$ cat config.mk
export PLATFORM = sky130hd
export DESIGN_NAME = tail_light_sequencer
export DESIGN_NICKNAME = d
export VERILOG_FILES = /design/src/rtl/tail_light_sequencer.sv
export SDC_FILE = /design/constraint.sdc
export NUM_CORES = 1
export LEC_CHECK = 0
export CORE_MARGIN = 1
export CORE_UTILIZATION = 50
export DETAILED_ROUTE_END_ITERATION = 16
export GPL_TIMING_DRIVEN = 0
export MAX_ROUTING_LAYER = met4
export PLACE_DENSITY = 0.67
export SLEW_MARGIN = 5
export SYNTH_ARGS = -nofsm -noshare
export SYNTH_HDL_FRONTEND = slang
export SYNTH_SLANG_ARGS = --single-unit
$ cat constraint.sdc
create_clock -name clk -period 2.2 [get_ports clk]
set_input_delay 0.33 -clock clk [delete_from_list [all_inputs] [get_ports clk]]
set_output_delay 0.33 -clock clk [all_outputs]
set_load 0.05 [all_outputs]
$ cat src/rtl/tail_light_sequencer.sv
// Thunderbird-style tail-light controller with a built-in step-rate divider.
// Turn requests light each side's lamps in a fill-outward run; hazard
// flashes both sides together; brake lights any side that is not sequencing
// or flashing. Lamp outputs are registered and drive the LEDs directly.
module tail_light_sequencer #(
    parameter int LAMPS = 3,
    parameter int DIV   = 50_000_000
) (
    input  logic             clk,
    input  logic             reset,
    input  logic             left,
    input  logic             right,
    input  logic             hazard,
    input  logic             brake,
    output logic [LAMPS-1:0] l_lamps,
    output logic [LAMPS-1:0] r_lamps,
    output logic             step
);

    localparam int CW = (DIV > 1) ? $clog2(DIV) : 1;
    localparam int PW = $clog2(LAMPS + 1);
    localparam logic [CW-1:0] CNT_MAX = CW'(DIV - 1);
    localparam logic [PW-1:0] POS_MAX = PW'(LAMPS);

    typedef enum logic [1:0] {IDLE, LSEQ, RSEQ, HAZ} state_t;

    state_t            state_reg, state_next;
    logic [PW-1:0]     pos_reg, pos_next;
    logic              phase_reg, phase_next;
    logic [CW-1:0]     cnt_reg;
    logic              tick;
    logic              haz_req;
    logic              decide;
    logic [LAMPS-1:0]  pattern;
    logic [LAMPS-1:0]  brake_mask;
    logic [LAMPS-1:0]  l_next, r_next;

    assign tick       = (cnt_reg == CNT_MAX);
    assign step       = tick;
    assign haz_req    = hazard | (left & right);
    assign brake_mask = {LAMPS{brake}};

    // Free-running step divider; wraps every DIV cycles regardless of state.
    always_ff @(posedge clk or negedge reset) begin
        if (!reset)
            cnt_reg <= '0;
        else if (tick)
            cnt_reg <= '0;
        else
            cnt_reg <= cnt_reg + 1'b1;
    end

    // State, run position and hazard phase register.
    always_ff @(posedge clk or negedge reset) begin
        if (!reset) begin
            state_reg <= IDLE;
            pos_reg   <= '0;
            phase_reg <= 1'b0;
        end else begin
            state_reg <= state_next;
            pos_reg   <= pos_next;
            phase_reg <= phase_next;
        end
    end

    // Next-state logic; everything moves only on a tick, requests are
    // re-evaluated only at the end of a run, flash cycle or while idle.
    always_comb begin
        state_next = state_reg;
        pos_next   = pos_reg;
        phase_next = phase_reg;
        decide     = 1'b0;
        if (tick) begin
            case (state_reg)
                IDLE: decide = 1'b1;
                LSEQ, RSEQ: begin
                    if (pos_reg == '0) begin
                        decide = 1'b1;
                    end else if (haz_req) begin
                        // hazard overrides a turn run that is still lit
                        state_next = HAZ;
                        phase_next = 1'b1;
                        pos_next   = '0;
                    end else if (pos_reg == POS_MAX) begin
                        pos_next = '0;
                    end else begin
                        pos_next = pos_reg + 1'b1;
                    end
                end
                HAZ: begin
                    if (!phase_reg)
                        decide = 1'b1;
                    else
                        phase_next = 1'b0;
                end
                default: decide = 1'b1;
            endcase
            if (decide) begin
                pos_next   = '0;
                phase_next = 1'b0;
                if (haz_req) begin
                    state_next = HAZ;
                    phase_next = 1'b1;
                end else if (left) begin
                    state_next = LSEQ;
                    pos_next   = PW'(1);
                end else if (right) begin
                    state_next = RSEQ;
                    pos_next   = PW'(1);
                end else begin
                    state_next = IDLE;
                end
            end
        end
    end

    // Fill-outward run pattern: lamp gi is lit once the run has passed it.
    genvar gi;
    generate
        for (gi = 0; gi < LAMPS; gi++) begin : g_pattern
            assign pattern[gi] = (int'(pos_next) > gi);
        end
    endgenerate

    // Lamp decode from the next state; brake fills any non-sequencing side.
    always_comb begin
        l_next = brake_mask;
        r_next = brake_mask;
        case (state_next)
            LSEQ: l_next = pattern;
            RSEQ: r_next = pattern;
            HAZ: begin
                l_next = {LAMPS{phase_next}};
                r_next = {LAMPS{phase_next}};
            end
            default: ;
        endcase
    end

    // Registered lamp drivers.
    always_ff @(posedge clk or negedge reset) begin
        if (!reset) begin
            l_lamps <= '0;
            r_lamps <= '0;
        end else begin
            l_lamps <= l_next;
            r_lamps <= r_next;
        end
    end

endmodule

==> implementation parameters <==
Parameter                              Value

Outcome
  Run status ... complete, no violations

GRT
  Maximum number of pins on one net before global-route repair ... 38
  First-pass GRT wire length ... 6340 um
  GR met3 Demand/Resource ... 3.75%
  Met1 Use GR ... 29.0%
  Global route overflow ... 0
  Most congested layer reported by global routing ... met2
  Global-route usage over all layers ... 21.2%
  Antenna violations before repair ... 0
  Vias in the first global route ... 1317
  GR Util met2 ... 31.4%

Yosys
  Area fraction in compound gates after synthesis ... 8.25%
  Largest family of logic cells by synthesized area ... simple AND/OR/NAND/NOR gates
  XOR/XNOR share of the synthesized area ... 11.0%
  Share of synthesized area occupied by flip-flops and latches ... 48.4%
  Simple logic cell fraction of the synthesized area ... 26.0%
  Syn_nets ... 188
  Post-synthesis average cell area ... 10.8 um2
  Number of distinct library cell variants in the gate-level netlist after synthesis ... 42
  Synth warn ... 0
  Post-synth design cell area ... 1910 um2
  Number of synthesized register bits ... 37
  Adder-cell share of the synthesized area ... 3.27%
  Multiplexer area fraction after synthesis ... 0%
  Synthesized instance count ... 177

Die
  Rows ... 22
  Top-level I/O count ... 13
  Effective utilization at floorplan ... 52.2%
  Die extent in x ... 63.8 um
  Core footprint ... 3660 um2
  Die height ... 63.8 um
  Die outline area ... 4070 um2

Pwr
  Maximum resistive drop on vdd ... 0.000505 V
  Power density cells ... 608 nW/um2
  Final total power ... 1.44 mW
  Leakage ... 1.02 nW

Detailed routing
  Total wire length after detailed routing ... 3660 um
  Antenna viol nets, final ... 0
  Overall via count from detail_route ... 1358
  Drt drc ... 0
  Via/cell ratio ... 5.33
  1st-pass router iterations ... 4
  Average routed wire per standard cell ... 14.4 um
  Number of DRC markers after the initial detailed-route iteration ... 50

Placed design
  Placed Instances ... 237
  Global placement routability congestion ... 0.830
  Detailed-placement wirelength estimate ... 2570 um
  Number of port buffers ... 12
  Worst setup slack before clock tree synthesis ... -0.782 ns

Clock network
  Clock insertion delay at the later pin of the skew report ... 0.29 ns
  Clock Root Buffer ... sky130_fd_sc_hd__clkbuf_8
  Number of hold buffers added after cts ... 0
  Clock Pin Slew Worst Setup and Hold Paths ... 0.08 ns
  Total clock buffers created by CTS ... 5
  CTS sink count ... 37
  Maximum buffer depth of the clock tree ... 2
  TritonCTS clock tree ... done
  Level count of the clock H-tree ... 2

Layout
  Area of the multi-input gates ... 978 um2
  Most common library cell in the layout ignoring fill and taps ... sky130_fd_sc_hd__dfrtp_1
  Largest register FFs ... 26
  Reg area ... 930 um2
  Non-filler cells, final ... 255
  Fillers ... 280
  Number of nets in the finished design ... 217
  Most frequent cells in the layout ... sky130_fd_sc_hd__dfrtp_1 (34), sky130_fd_sc_hd__nor2_1 (26), sky130_fd_sc_hd__nand3_1 (13), sky130_fd_sc_hd__xor2_1 (13)
  Diode count ... 0
  P&R area growth vs syn ... 24.0%
  Fraction of final layout cells with drive strength greater than 1 ... 25.1%

STA
  Pins Over Slew Limit ... 0
  Final hold slack ... 0.131 ns
  Final-layout setup total negative slack ... 0 ns
  Highest achievable clock rate ... 470 MHz
  Fin crit share ... 96.7%
  Slew at the pin closest to its max-slew limit ... 0.812 ns
  Worst slew margin relative to its limit ... 45.9%
  Number of setup violations in the final report ... 0
  RSZ-0062 raised after global routing ... no
  Hold violation count in the final report ... 0
  Clock period minus worst slack ... 2.13 ns
  Final worst-path setup slack ... 0.0733 ns
  Worst Clk Skew ... 0.00690 ns

Worst setup path
  Required time worst endpoint ... 1.87 ns
  CP Class ... reg2out
  Category of the worst setup path launch point ... flip-flop
  Path depth of the worst reg2reg path ... 7
  Critical path endpoint category ... primary output
  Data arrival time of the critical path ... 1.80 ns
  CP Max Fanout ... 7

Min path
  Hold/Removal Path Class ... in2async

Run
  Count of maximum capacitance violations ... 0
==> critical path: stages, from the launching register on <==
cell and delay [ns]:
sky130_fd_sc_hd__dfrtp_1 0.42, sky130_fd_sc_hd__nor4b_4 0.33, sky130_fd_sc_hd__and4_4 0.29, sky130_fd_sc_hd__nand3_4 0.12, sky130_fd_sc_hd__clkinv_4 0.09, sky130_fd_sc_hd__buf_8 0.12, sky130_fd_sc_hd__buf_8 0.14
==> synth_stat cells <==
library cell | number | area share [%]
sky130_fd_sc_hd__dfrtp_1 | 37 | 48
sky130_fd_sc_hd__nor2_1 | 26 | 5.1
sky130_fd_sc_hd__nand3_1 | 13 | 3.4
sky130_fd_sc_hd__xor2_1 | 13 | 6.0
sky130_fd_sc_hd__nand2_1 | 11 | 2.2
sky130_fd_sc_hd__xnor2_1 | 11 | 5.0
sky130_fd_sc_hd__o21ai_1 | 7 | 1.8
sky130_fd_sc_hd__inv_1 | 6 | 1.2
sky130_fd_sc_hd__ha_1 | 5 | 3.3
sky130_fd_sc_hd__nand4_1 | 5 | 1.6
sky130_fd_sc_hd__and3_1 | 3 | 0.98
sky130_fd_sc_hd__and4_1 | 3 | 1.4
sky130_fd_sc_hd__a211oi_1 | 2 | 0.79
sky130_fd_sc_hd__a31oi_1 | 2 | 0.65
sky130_fd_sc_hd__inv_2 | 2 | 0.39
sky130_fd_sc_hd__nor3_2 | 2 | 1.0
sky130_fd_sc_hd__nor4_2 | 2 | 1.3
sky130_fd_sc_hd__nor4b_4 | 2 | 2.5
sky130_fd_sc_hd__o32ai_2 | 2 | 1.7
sky130_fd_sc_hd__a211o_1 | 1 | 0.46
sky130_fd_sc_hd__a21oi_1 | 1 | 0.26
sky130_fd_sc_hd__a32o_2 | 1 | 0.59
sky130_fd_sc_hd__a41o_2 | 1 | 0.59
sky130_fd_sc_hd__a41oi_1 | 1 | 0.46
sky130_fd_sc_hd__and2_2 | 1 | 0.39
sky130_fd_sc_hd__and4_2 | 1 | 0.52
sky130_fd_sc_hd__and4_4 | 1 | 0.59
sky130_fd_sc_hd__and4bb_1 | 1 | 0.65
sky130_fd_sc_hd__buf_4 | 1 | 0.39
sky130_fd_sc_hd__buf_6 | 1 | 0.59
sky130_fd_sc_hd__clkbuf_1 | 1 | 0.20
sky130_fd_sc_hd__clkinv_2 | 1 | 0.26
sky130_fd_sc_hd__nand3_4 | 1 | 0.92
sky130_fd_sc_hd__nand4_2 | 1 | 0.65
sky130_fd_sc_hd__nor2b_1 | 1 | 0.33
sky130_fd_sc_hd__nor3_1 | 1 | 0.26
sky130_fd_sc_hd__nor4_4 | 1 | 1.1
sky130_fd_sc_hd__nor4b_1 | 1 | 0.46
sky130_fd_sc_hd__o2bb2ai_1 | 1 | 0.46
sky130_fd_sc_hd__o41ai_1 | 1 | 0.46
sky130_fd_sc_hd__or2_2 | 1 | 0.33
sky130_fd_sc_hd__or3_1 | 1 | 0.33
==> cell type report <==
type / instances / share of cell area, %
Timing Repair Buffer: 22 / 8.24
Clock inverter: 3 / 2.75
Sequential cell: 37 / 39.2
Inverter: 9 / 1.64
Buffer: 3 / 1.43
Clock buffer: 5 / 2.90
Tap cell: 48 / 2.53
Multi-Input combinational cell: 128 / 41.3
==> metrics by stage <==
stage / utilization (%) / area, um2
5_1_grt: 64.7 / 2370
2_1_floorplan: - / 1910
4_1_cts: 62.0 / 2270
3_5_place_dp: 57.0 / 2090
6_report: 64.7 / 2370
3_3_place_gp: 57.1 / 2090
==> cell families (layout without fill, tap and decap cells) <==
kind of cell / Yosys count / count (layout)
AO/OA/AOI/OAI: 20 / 20
adder cells (fa/ha/maj): 5 / 5
flip-flops: 37 / 37
buffers and inverters: 12 / 42
AND/OR/NAND/NOR: 79 / 79
XOR/XNOR: 24 / 24
==> path summary, 6_finish.rpt <==
path | startpoint | endpoint | slack, ns
setup / recovery | cnt_reg[9] | step | 0.07
hold / removal | reset | cnt_reg[8] | 0.13
setup reg to reg | cnt_reg[9] | l_lamps[0] | 0.13
hold reg to reg | cnt_reg[4] | cnt_reg[4] | 0.48
max in group asynchronous | reset | cnt_reg[16] | 1.51
min in group clk | cnt_reg[4] | cnt_reg[4] | 0.48
==> power by group <==
| group | internal (mW) | switching, mW | total, mW |
|---|---|---|---|
| logic | 0.0199 | 0.0456 | 0.0655 |
| registers | 0.685 | 0.00154 | 0.687 |
| clock network | 0.450 | 0.238 | 0.688 |
| total | 1.16 | 0.285 | 1.44 |
==> routing by layer <==
layer,vias up,share of wire (%)
li1,680,-
met1,667,51
met2,6,47
met3,5,1.4
met4,0,0.79
met5,-,0
==> repair_timing <==
item | in CTS | in global routing
setup endpoints to repair | 1 | 7
resized for setup | 14 | 10
setup buffers | 3 | 7
pin swaps | 2 | 4
endpoints found under the hold margin | 0 | 0
(Power assumes the default switching activity.)
